--- src/rtl/rtc_calendar.sv ---
// rtc_calendar
// Real-time clock/calendar core. A prescaler divides clk down to a one-second
// enable that drives a seconds/minutes/hours/day/month/year counter chain with
// correct month lengths and leap years (years 2000-2099, so every year whose
// two low bits are zero is a leap year). Time is loaded through a validated
// single-cycle set port. An optional hh:mm alarm raises a sticky flag.
//
// Optional feature macro: RTC_ALARM_EN
//   defined   -> alarm comparator and sticky alarm_irq register are built
//   undefined -> alarm inputs are ignored and alarm_irq is tied to 0
//
// Parameters
//   TICKS_PER_SEC : clk cycles per second (>= 2)
//
// Ports
//   clk, rst_n          : system clock, asynchronous active-low reset
//   run                 : 1 = prescaler counts, 0 = prescaler and fields frozen
//   set_valid           : one-cycle load strobe for the set_* fields
//   set_sec .. set_year : load values (year 0-99 = 2000-2099)
//   set_err             : one-cycle pulse after a rejected load
//   sec .. year         : current time/date (registered)
//   sec_tick .. day_tick: one-cycle pulse when the field shows its new value
//   alarm_en, alarm_hour, alarm_min, alarm_clr : alarm control
//   alarm_irq           : sticky alarm flag
module rtc_calendar #(
  parameter int TICKS_PER_SEC = 65536
) (
  input  logic       clk,
  input  logic       rst_n,
  input  logic       run,
  input  logic       set_valid,
  input  logic [5:0] set_sec,
  input  logic [5:0] set_min,
  input  logic [4:0] set_hour,
  input  logic [4:0] set_day,
  input  logic [3:0] set_month,
  input  logic [6:0] set_year,
  output logic       set_err,
  output logic [5:0] sec,
  output logic [5:0] min,
  output logic [4:0] hour,
  output logic [4:0] day,
  output logic [3:0] month,
  output logic [6:0] year,
  output logic       sec_tick,
  output logic       min_tick,
  output logic       hour_tick,
  output logic       day_tick,
  input  logic       alarm_en,
  input  logic [4:0] alarm_hour,
  input  logic [5:0] alarm_min,
  input  logic       alarm_clr,
  output logic       alarm_irq
);

  localparam int PW = $clog2(TICKS_PER_SEC);
  localparam logic [PW-1:0] PRESC_LAST = PW'(TICKS_PER_SEC - 1);

  logic [PW-1:0] presc_q, presc_d;
  logic [5:0]    sec_q, sec_d;
  logic [5:0]    min_q, min_d;
  logic [4:0]    hour_q, hour_d;
  logic [4:0]    day_q, day_d;
  logic [3:0]    month_q, month_d;
  logic [6:0]    year_q, year_d;
  logic          sec_tick_q, sec_tick_d;
  logic          min_tick_q, min_tick_d;
  logic          hour_tick_q, hour_tick_d;
  logic          day_tick_q, day_tick_d;
  logic          set_err_q, set_err_d;
  logic          set_ok;
  logic          terminal;

  // Days in a month; in 2000-2099 a year is leap exactly when year[1:0]==0.
  function automatic logic [4:0] month_len(input logic [3:0] m, input logic [6:0] y);
    logic [4:0] len;
    case (m)
      4'd4, 4'd6, 4'd9, 4'd11: len = 5'd30;
      4'd2:                    len = (y[1:0] == 2'd0) ? 5'd29 : 5'd28;
      default:                 len = 5'd31;
    endcase
    return len;
  endfunction

  assign terminal = run && (presc_q == PRESC_LAST);

  assign set_ok = (set_sec <= 6'd59) && (set_min <= 6'd59) && (set_hour <= 5'd23) &&
                  (set_month >= 4'd1) && (set_month <= 4'd12) &&
                  (set_day >= 5'd1) && (set_day <= month_len(set_month, set_year)) &&
                  (set_year <= 7'd99);

  // Next-state for the prescaler and calendar. An accepted load overrides a
  // coincident terminal count; a rejected load leaves normal counting alone.
  always_comb begin
    presc_d     = presc_q;
    sec_d       = sec_q;
    min_d       = min_q;
    hour_d      = hour_q;
    day_d       = day_q;
    month_d     = month_q;
    year_d      = year_q;
    sec_tick_d  = 1'b0;
    min_tick_d  = 1'b0;
    hour_tick_d = 1'b0;
    day_tick_d  = 1'b0;
    set_err_d   = 1'b0;

    if (set_valid && set_ok) begin
      presc_d = '0;
      sec_d   = set_sec;
      min_d   = set_min;
      hour_d  = set_hour;
      day_d   = set_day;
      month_d = set_month;
      year_d  = set_year;
    end else begin
      set_err_d = set_valid;
      if (terminal) begin
        presc_d    = '0;
        sec_tick_d = 1'b1;
        if (sec_q == 6'd59) begin
          sec_d      = 6'd0;
          min_tick_d = 1'b1;
          if (min_q == 6'd59) begin
            min_d       = 6'd0;
            hour_tick_d = 1'b1;
            if (hour_q == 5'd23) begin
              hour_d     = 5'd0;
              day_tick_d = 1'b1;
              if (day_q >= month_len(month_q, year_q)) begin
                day_d = 5'd1;
                if (month_q == 4'd12) begin
                  month_d = 4'd1;
                  year_d  = (year_q == 7'd99) ? 7'd0 : year_q + 7'd1;
                end else begin
                  month_d = month_q + 4'd1;
                end
              end else begin
                day_d = day_q + 5'd1;
              end
            end else begin
              hour_d = hour_q + 5'd1;
            end
          end else begin
            min_d = min_q + 6'd1;
          end
        end else begin
          sec_d = sec_q + 6'd1;
        end
      end else if (run) begin
        presc_d = presc_q + 1'b1;
      end
    end
  end

  always_ff @(posedge clk or negedge rst_n) begin
    if (!rst_n) begin
      presc_q     <= '0;
      sec_q       <= 6'd0;
      min_q       <= 6'd0;
      hour_q      <= 5'd0;
      day_q       <= 5'd1;
      month_q     <= 4'd1;
      year_q      <= 7'd0;
      sec_tick_q  <= 1'b0;
      min_tick_q  <= 1'b0;
      hour_tick_q <= 1'b0;
      day_tick_q  <= 1'b0;
      set_err_q   <= 1'b0;
    end else begin
      presc_q     <= presc_d;
      sec_q       <= sec_d;
      min_q       <= min_d;
      hour_q      <= hour_d;
      day_q       <= day_d;
      month_q     <= month_d;
      year_q      <= year_d;
      sec_tick_q  <= sec_tick_d;
      min_tick_q  <= min_tick_d;
      hour_tick_q <= hour_tick_d;
      day_tick_q  <= day_tick_d;
      set_err_q   <= set_err_d;
    end
  end

`ifdef RTC_ALARM_EN
  logic alarm_irq_q, alarm_irq_d;

  // Sticky alarm: only a counted minute change can set it (min_tick_d is
  // never raised by a load), and a set beats a simultaneous clear.
  always_comb begin
    alarm_irq_d = alarm_irq_q;
    if (alarm_clr) begin
      alarm_irq_d = 1'b0;
    end
    if (min_tick_d && alarm_en && (hour_d == alarm_hour) && (min_d == alarm_min)) begin
      alarm_irq_d = 1'b1;
    end
  end

  always_ff @(posedge clk or negedge rst_n) begin
    if (!rst_n) begin
      alarm_irq_q <= 1'b0;
    end else begin
      alarm_irq_q <= alarm_irq_d;
    end
  end

  assign alarm_irq = alarm_irq_q;
`else
  logic unused_alarm;
  assign unused_alarm = ^{alarm_en, alarm_hour, alarm_min, alarm_clr};
  assign alarm_irq    = 1'b0;
`endif

  assign sec       = sec_q;
  assign min       = min_q;
  assign hour      = hour_q;
  assign day       = day_q;
  assign month     = month_q;
  assign year      = year_q;
  assign sec_tick  = sec_tick_q;
  assign min_tick  = min_tick_q;
  assign hour_tick = hour_tick_q;
  assign day_tick  = day_tick_q;
  assign set_err   = set_err_q;

endmodule

--- config.mk ---
export PLATFORM = sky130hd
export DESIGN_NAME = rtc_calendar
export DESIGN_NICKNAME = d
export VERILOG_FILES = /design/src/rtl/rtc_calendar.sv
export SDC_FILE = /design/constraint.sdc
export NUM_CORES = 1
export LEC_CHECK = 0
export CAP_MARGIN = 20
export CORE_UTILIZATION = 45
export DETAILED_ROUTE_END_ITERATION = 7
export PLACE_DENSITY = 0.78
export SLEW_MARGIN = 20
export SYNTH_ARGS = -nofsm -noshare
export SYNTH_HDL_FRONTEND = slang
export SYNTH_SLANG_ARGS = --single-unit
export TNS_END_PERCENT = 1
--- constraint.sdc ---
create_clock -name clk -period 2.7 [get_ports clk]
set_input_delay 0.81 -clock clk [delete_from_list [all_inputs] [get_ports clk]]
set_output_delay 0.81 -clock clk [all_outputs]
set_load 0.02 [all_outputs]
### Yosys cells after proc, flatten, opt, wreduce, memory -nomap -nowiden

Cells that the tools add are included.

* register bits: 54
* output and inout bits: 39
* logic and storage cells: 129

* add/subtract/negate cells: 7
* $lt $le $gt $ge: 9
* equal/unequal tests: 16
* mux-type cells: 60
* reductions and logical operators: 25

Operators by type and width (count)
* two-way mux 5 bit: 16
* two-way mux 7 bit: 8
* two-way mux 16 bit: 3
* two-way mux 6 bit: 7
* two-way mux 4 bit: 7
* equality test 4 bit (second input constant): 5
* two-way mux 1 bit: 17
* adder 16 x 1 -> 16 bit (second input constant): 1
* equality test 16 bit (second input constant): 1
* equality test 4 x 3 -> 1 bit (second input constant): 4
* adder 6 x 1 -> 6 bit (second input constant): 2
* equality test 6 bit (second input constant): 2
* less-or-equal comparator 6 bit (second input constant): 2
* nonzero test 2 bit: 6
* adder 5 x 1 -> 5 bit (second input constant): 2
* logical AND 1 bit: 9
* equality test 4 x 2 -> 1 bit (second input constant): 2
* one-hot mux 2 bit (2 select lines): 2
* OR reduction 4 bit: 2
* adder 7 x 1 -> 7 bit (second input constant): 1
* equality test 7 bit (second input constant): 1
* less-or-equal comparator 7 bit (second input constant): 1
* AND reduction 6 bit: 1
* equality test 5 bit (second input constant): 1
* other kinds (13): 14

### Depth between registers and ports, before layout

* depth in word-level cells: 17
* gate-level depth with buffers: 11

### Worst setup path before layout

Ideal clock, no wire load.

* path kind: register -> register
* start point: reg month_q[0], in the netlist month[0]
* end point: reg year_q[3], in the netlist year[3]
* setup time: 0.082 ns
* data arrival time: 2.607 ns
* path slack: 0.011 ns
* stages on the path, launching flop included: 11
* path buffers: 0
* period minus slack after synthesis: 2.689 ns
* cells stage by stage: dfstp_2 > inv_1 > ha_1 > a221o_1 > nand2_1 > ha_1 > nand2b_1 > a21o_1 > nand3_1 > or4_1 > a31oi_1

* word-level cells in the longest chain between the ends: 11
* elaborated cells between the ends (all ways): 17
* those cells by class: order compare: 1; eq/ne: 6; mux: 6; reduce/logical: 4

Ends and longest elaborated chain
* start: declaration: RTL line 64 `logic [3:0] month_q, month_d;`
* start signal: assignment: RTL line 176 `month_q <= month_d;`
* equality test 4 x 3 -> 1 bit or equality test 4 bit (tied branches): RTL line 77 `case (m)`
* OR reduction 4 bit: RTL line 77
* one-hot mux 2 bit (2 select lines): RTL line 77
* two-way mux 5 bit: RTL line 127 `if (hour_q == 5'd23) begin`
* two-way mux 5 bit: RTL line 124 `if (min_q == 6'd59) begin`
* two-way mux 5 bit: RTL line 121 `if (sec_q == 6'd59) begin`
* two-way mux 5 bit: RTL line 118 `if (terminal) begin`
* two-way mux 5 bit: RTL line 108 `if (set_valid && set_ok) begin`
* >= comparator 5 bit: RTL line 130 `if (day_q >= month_len(month_q, year_q)) begin`
* nonzero test 2 bit (no source line)
* AND reduction 6 bit (no source line) (*)
* end signal: assignment: RTL line 177 `year_q <= year_d;`
* end: declaration: RTL line 65 `logic [6:0] year_q, year_d;`

Mark *: on every way between the ends. The rest lies on a longest branch, timed or not. The select of a mux whose other input is x is not followed.
A chain may end at the register's enable or synchronous reset.

### Worst setup path in the final report

* start point: in set_year[2]
* end point: reg year_q[2], in the netlist year[2]

* word-level cells in the longest chain between the ends: 5
* elaborated cells between the ends (all ways): 11
* those cells by class: order compare: 1; mux: 1; reduce/logical: 9

Ends and longest elaborated chain
* start: declaration: RTL line 37 `input logic [6:0] set_year,`
* less-or-equal comparator 7 bit: RTL line 90 `(set_year <= 7'd99);`
* logical AND 1 bit: RTL line 89 `(set_day >= 5'd1) && (set_day <= month_len(set_month, set_year)) &&`
* logical AND 1 bit: RTL line 108
* nonzero test 2 bit (no source line)
* AND reduction 6 bit (no source line)

Parallel ways exist; a longest one is shown, timed or not.

==> out/qor.yml <==
cp_data_required_time_ps: 2900
met1_usage_pct: 31.5
grt_max_degree: 30
clock_path_buffers: 2
fp.coreArea_mm2: 0.00733
yosys-top-cells-area: "dfrtp_1 38%, nor2_1 5.7%, ha_1 5.5%, nand2_1 4.8%, a31oi_1 4.5%"
numPortBuffers: 74
synthArstFlopShare_pct: 100
overflow: 0
p_per_area_mw_per_mm2: 583
yosys.area.top_type: "dfrtp_1"
yosys_warnings: 0
cp_max_fo: 9
fin_cells: 611
ff2ff_setup_slack_ps: 150
hold_viol_final: 0
drive_above_1_share_pct: 14.3
muxShareOfSynthArea_pct: 1.49
critPathCaptureType: "flop"
critPathSlowestCell: "clkdlybuf4s50_1"
hpwl_mm: 7.01
post-route-cell-area_mm2: 0.00479
cts.clk_slew.worst_paths_ps: 100
dr_total_vias: 3628
critPathKind: "in2reg"
synth_edf_count: 0
grt_use_total_pct: 24.4
dieHeight_um: 89.4
netlist_area_mm2: 0.00344
cp_data_arrival_time_ps: 2810
dp.cells: 598
period_needed_ps: 2600
drcViolationCount: 0
synth_ff_type: "dfrtp_1"
busiest_layer: "met2"
yosys.area_share.simple_pct: 31.0
finalNetCount: 576
numCtsBuffers: 5
ir_drop_v: 0.000355
period_share_pct: 96.5
antenna_found_initial: 0
p_leak_nw: 2.07
cts_root_buffer: "clkbuf_8"
rows: 31
cts.sinks: 54
synth_compound_area_share_pct: 16.5
fmax_mhz: 384
grt_pass1_wl_mm: 15.2
path_buf_inv: 4
synthAdderAreaFrac_pct: 5.46
slowest_delay_ps: 440
ctsHoldBuffers: 0
start_util_pct: 46.9
ys_seq_area_share_pct: 39.4
grt_pass1_vias: 3324
path_cells: "clkdlybuf4s50_1 -> o311a_1 -> a211oi_1 -> buf_4 -> nand4_1 -> buf_6 -> buf_6 -> o22a_1"
gr-usage-met2_pct: 42.6
post_dp_cell_area_mm2: 0.00454
insertion_delay_ps: 310
clock_skew_ps: 6.72
cts_tree: "built"
setup_viol: 0
gp_routability_congestion: 0.866
synth_xor_area_share_pct: 2.80
synth_top_family_by_area: "simple AND/OR/NAND/NOR gates"
n_fill_cell: 593
first_pass_iters: 5
hp-class: "in2async"
routed_wl_mm: 9.71
startpoint_type: "input pin"
ios: 89
maxCapViolCount: 0
worstMarginPinSlew_ps: 719
postSynthCellCount: 404
final_util_pct: 65.3
wl_per_cell_um: 15.9
met3_usage_pct: 3.97
path_common_cell: "buf_6"
drt_iter0_drc: 335
routed_via_density: 5.94
syn_avg_cell_area_um2: 8.51
die_w_um: 89.4
relSlewSlack_pct: 51.7
drv_slew: 0
area_growth_pct: 39.3
die-area_mm2: 0.00799
syn_nets: 469
htreeDepth: 2
status: "complete, no violations"
antennaDiodeCount: 0
ys_ff_latch: 54
yosysUniqueCellTypes: 56
crit_family: "buffers and inverters"
ys_top_cells_by_count: "52 x dfrtp_1, 52 x nor2_1, 44 x nand2_1"
yosysTopAreaCellShare_pct: 37.8
antenna_left: 0
==> stage by stage <==
stage | hold slack (ps) | TNS (ps) | setup WS [ps] | total power, mW
5_1_grt | 537 | -8.97 | -8.97 | 2.95
4_1_cts | 518 | -88.3 | -19.9 | 2.74
3_5_place_dp | 524 | -16380 | -370 | 2.18
2_1_floorplan | 484 | 0 | 11.0 | 1.67
6_report | 496 | 0 | 95.6 | 2.79
3_3_place_gp | 506 | -14880 | -334 | 2.14
==> routing by layer <==
metal	vias up	routed length [um]
met1	1756	4190
met5	-	0
met3	10	645
met4	0	60
met2	151	4820
li1	1711	-
==> state kept, by name, indices dropped and copies added, names as in the netlist, 4 cells and up <==
signal   cells
hour         5
min          6
sec          6
year         7
presc_q     16
day          5
month        4
==> where the power goes <==
| group | total, mW | internal [mW] | switching [mW] | leakage (nW) |
|---|---|---|---|---|
| clock | 0.553 | 0.276 | 0.277 | 0.0504 |
| sequential | 1.15 | 0.943 | 0.204 | 0.665 |
| combinational | 1.09 | 0.522 | 0.572 | 1.35 |
| total | 2.79 | 1.74 | 1.05 | 2.07 |
==> layout by cell type (no fill, tap or decap), types with 4 or more instances in the layout <==
cell type	instances
or3_1	4
o21ai_0	28
buf_4	35
clkdlybuf4s50_1	66
mux2i_1	4
a21oi_1	14
a31oi_1	25
nand3b_1	4
and3_1	11
nor2_1	52
buf_6	5
dfrtp_1	52
ha_1	14
xnor2_1	4
nand3_1	17
or4_1	8
o31ai_1	7
clkbuf_8	5
nand4_1	15
dlymetal6s2s_1	7
nor4_1	7
xor2_1	7
nand2_1	42
inv_1	11
nor3_1	5
==> final cells by class <==
class | instances | area (um^2) | area share [%]
multi-input combinational | 322 | 2030 | 42.4
sequential | 54 | 1350 | 28.3
timing repair buffer | 117 | 1130 | 23.5
tap | 99 | 124 | 2.59
clock buffer | 5 | 68.8 | 1.44
clock inverter | 3 | 45.0 | 0.940
inverter | 11 | 41.3 | 0.862
==> logic make-up (layout without fill, tap and decap cells) <==
family / Yosys count / in the layout
AOI/OAI and AO/OA: 92 / 92
and+or+nand+nor: 198 / 198
other: 1 / 1
muxes: 5 / 5
buffers and inverters: 28 / 136
DFF: 54 / 54
adders and majority gates: 15 / 15
xor gates and xnor gates: 11 / 11
==> path summary, 6_finish.rpt <==
| kind | startpoint | end | depth (start not counted) |
|---|---|---|---|
| min in group clk | presc_q[15]$_DFFE_PN0P_ | presc_q[15]$_DFFE_PN0P_ | 1 |
| setup reg to reg | month[0]$_DFFE_PN1P_ | day[2]$_DFFE_PN0P_ | 11 |
| hold / removal | rst_n | presc_q[6]$_DFFE_PN0P_ | 1 |
| setup / recovery | set_year[2] | year[2]$_DFFE_PN0P_ | 8 |
| hold reg to reg | presc_q[15]$_DFFE_PN0P_ | presc_q[15]$_DFFE_PN0P_ | 1 |
| max in group asynchronous | rst_n | min[1]$_DFFE_PN0P_ | 2 |
==> worst reg2reg max path, stage by stage (launching register included) <==
cell and delay (ps):
dfstp_2 540, inv_1 80, ha_1 250, a221o_1 350, nand2_1 70, ha_1 210, nand2b_1 160, a21o_4 240
buf_4 160, a21oi_1 150, o21ai_0 100, a31oi_1 160
==> timing repair <==
| action | 4_1_cts | 5_1_grt |
|---|---|---|
| pin swaps | 2 | 10 |
| cloned | 0 | 1 |
| setup buffers | 1 | 3 |
| setup endpoints to repair | 33 | 53 |
| resized for setup | 4 | 27 |
(Power assumes the default switching activity.)
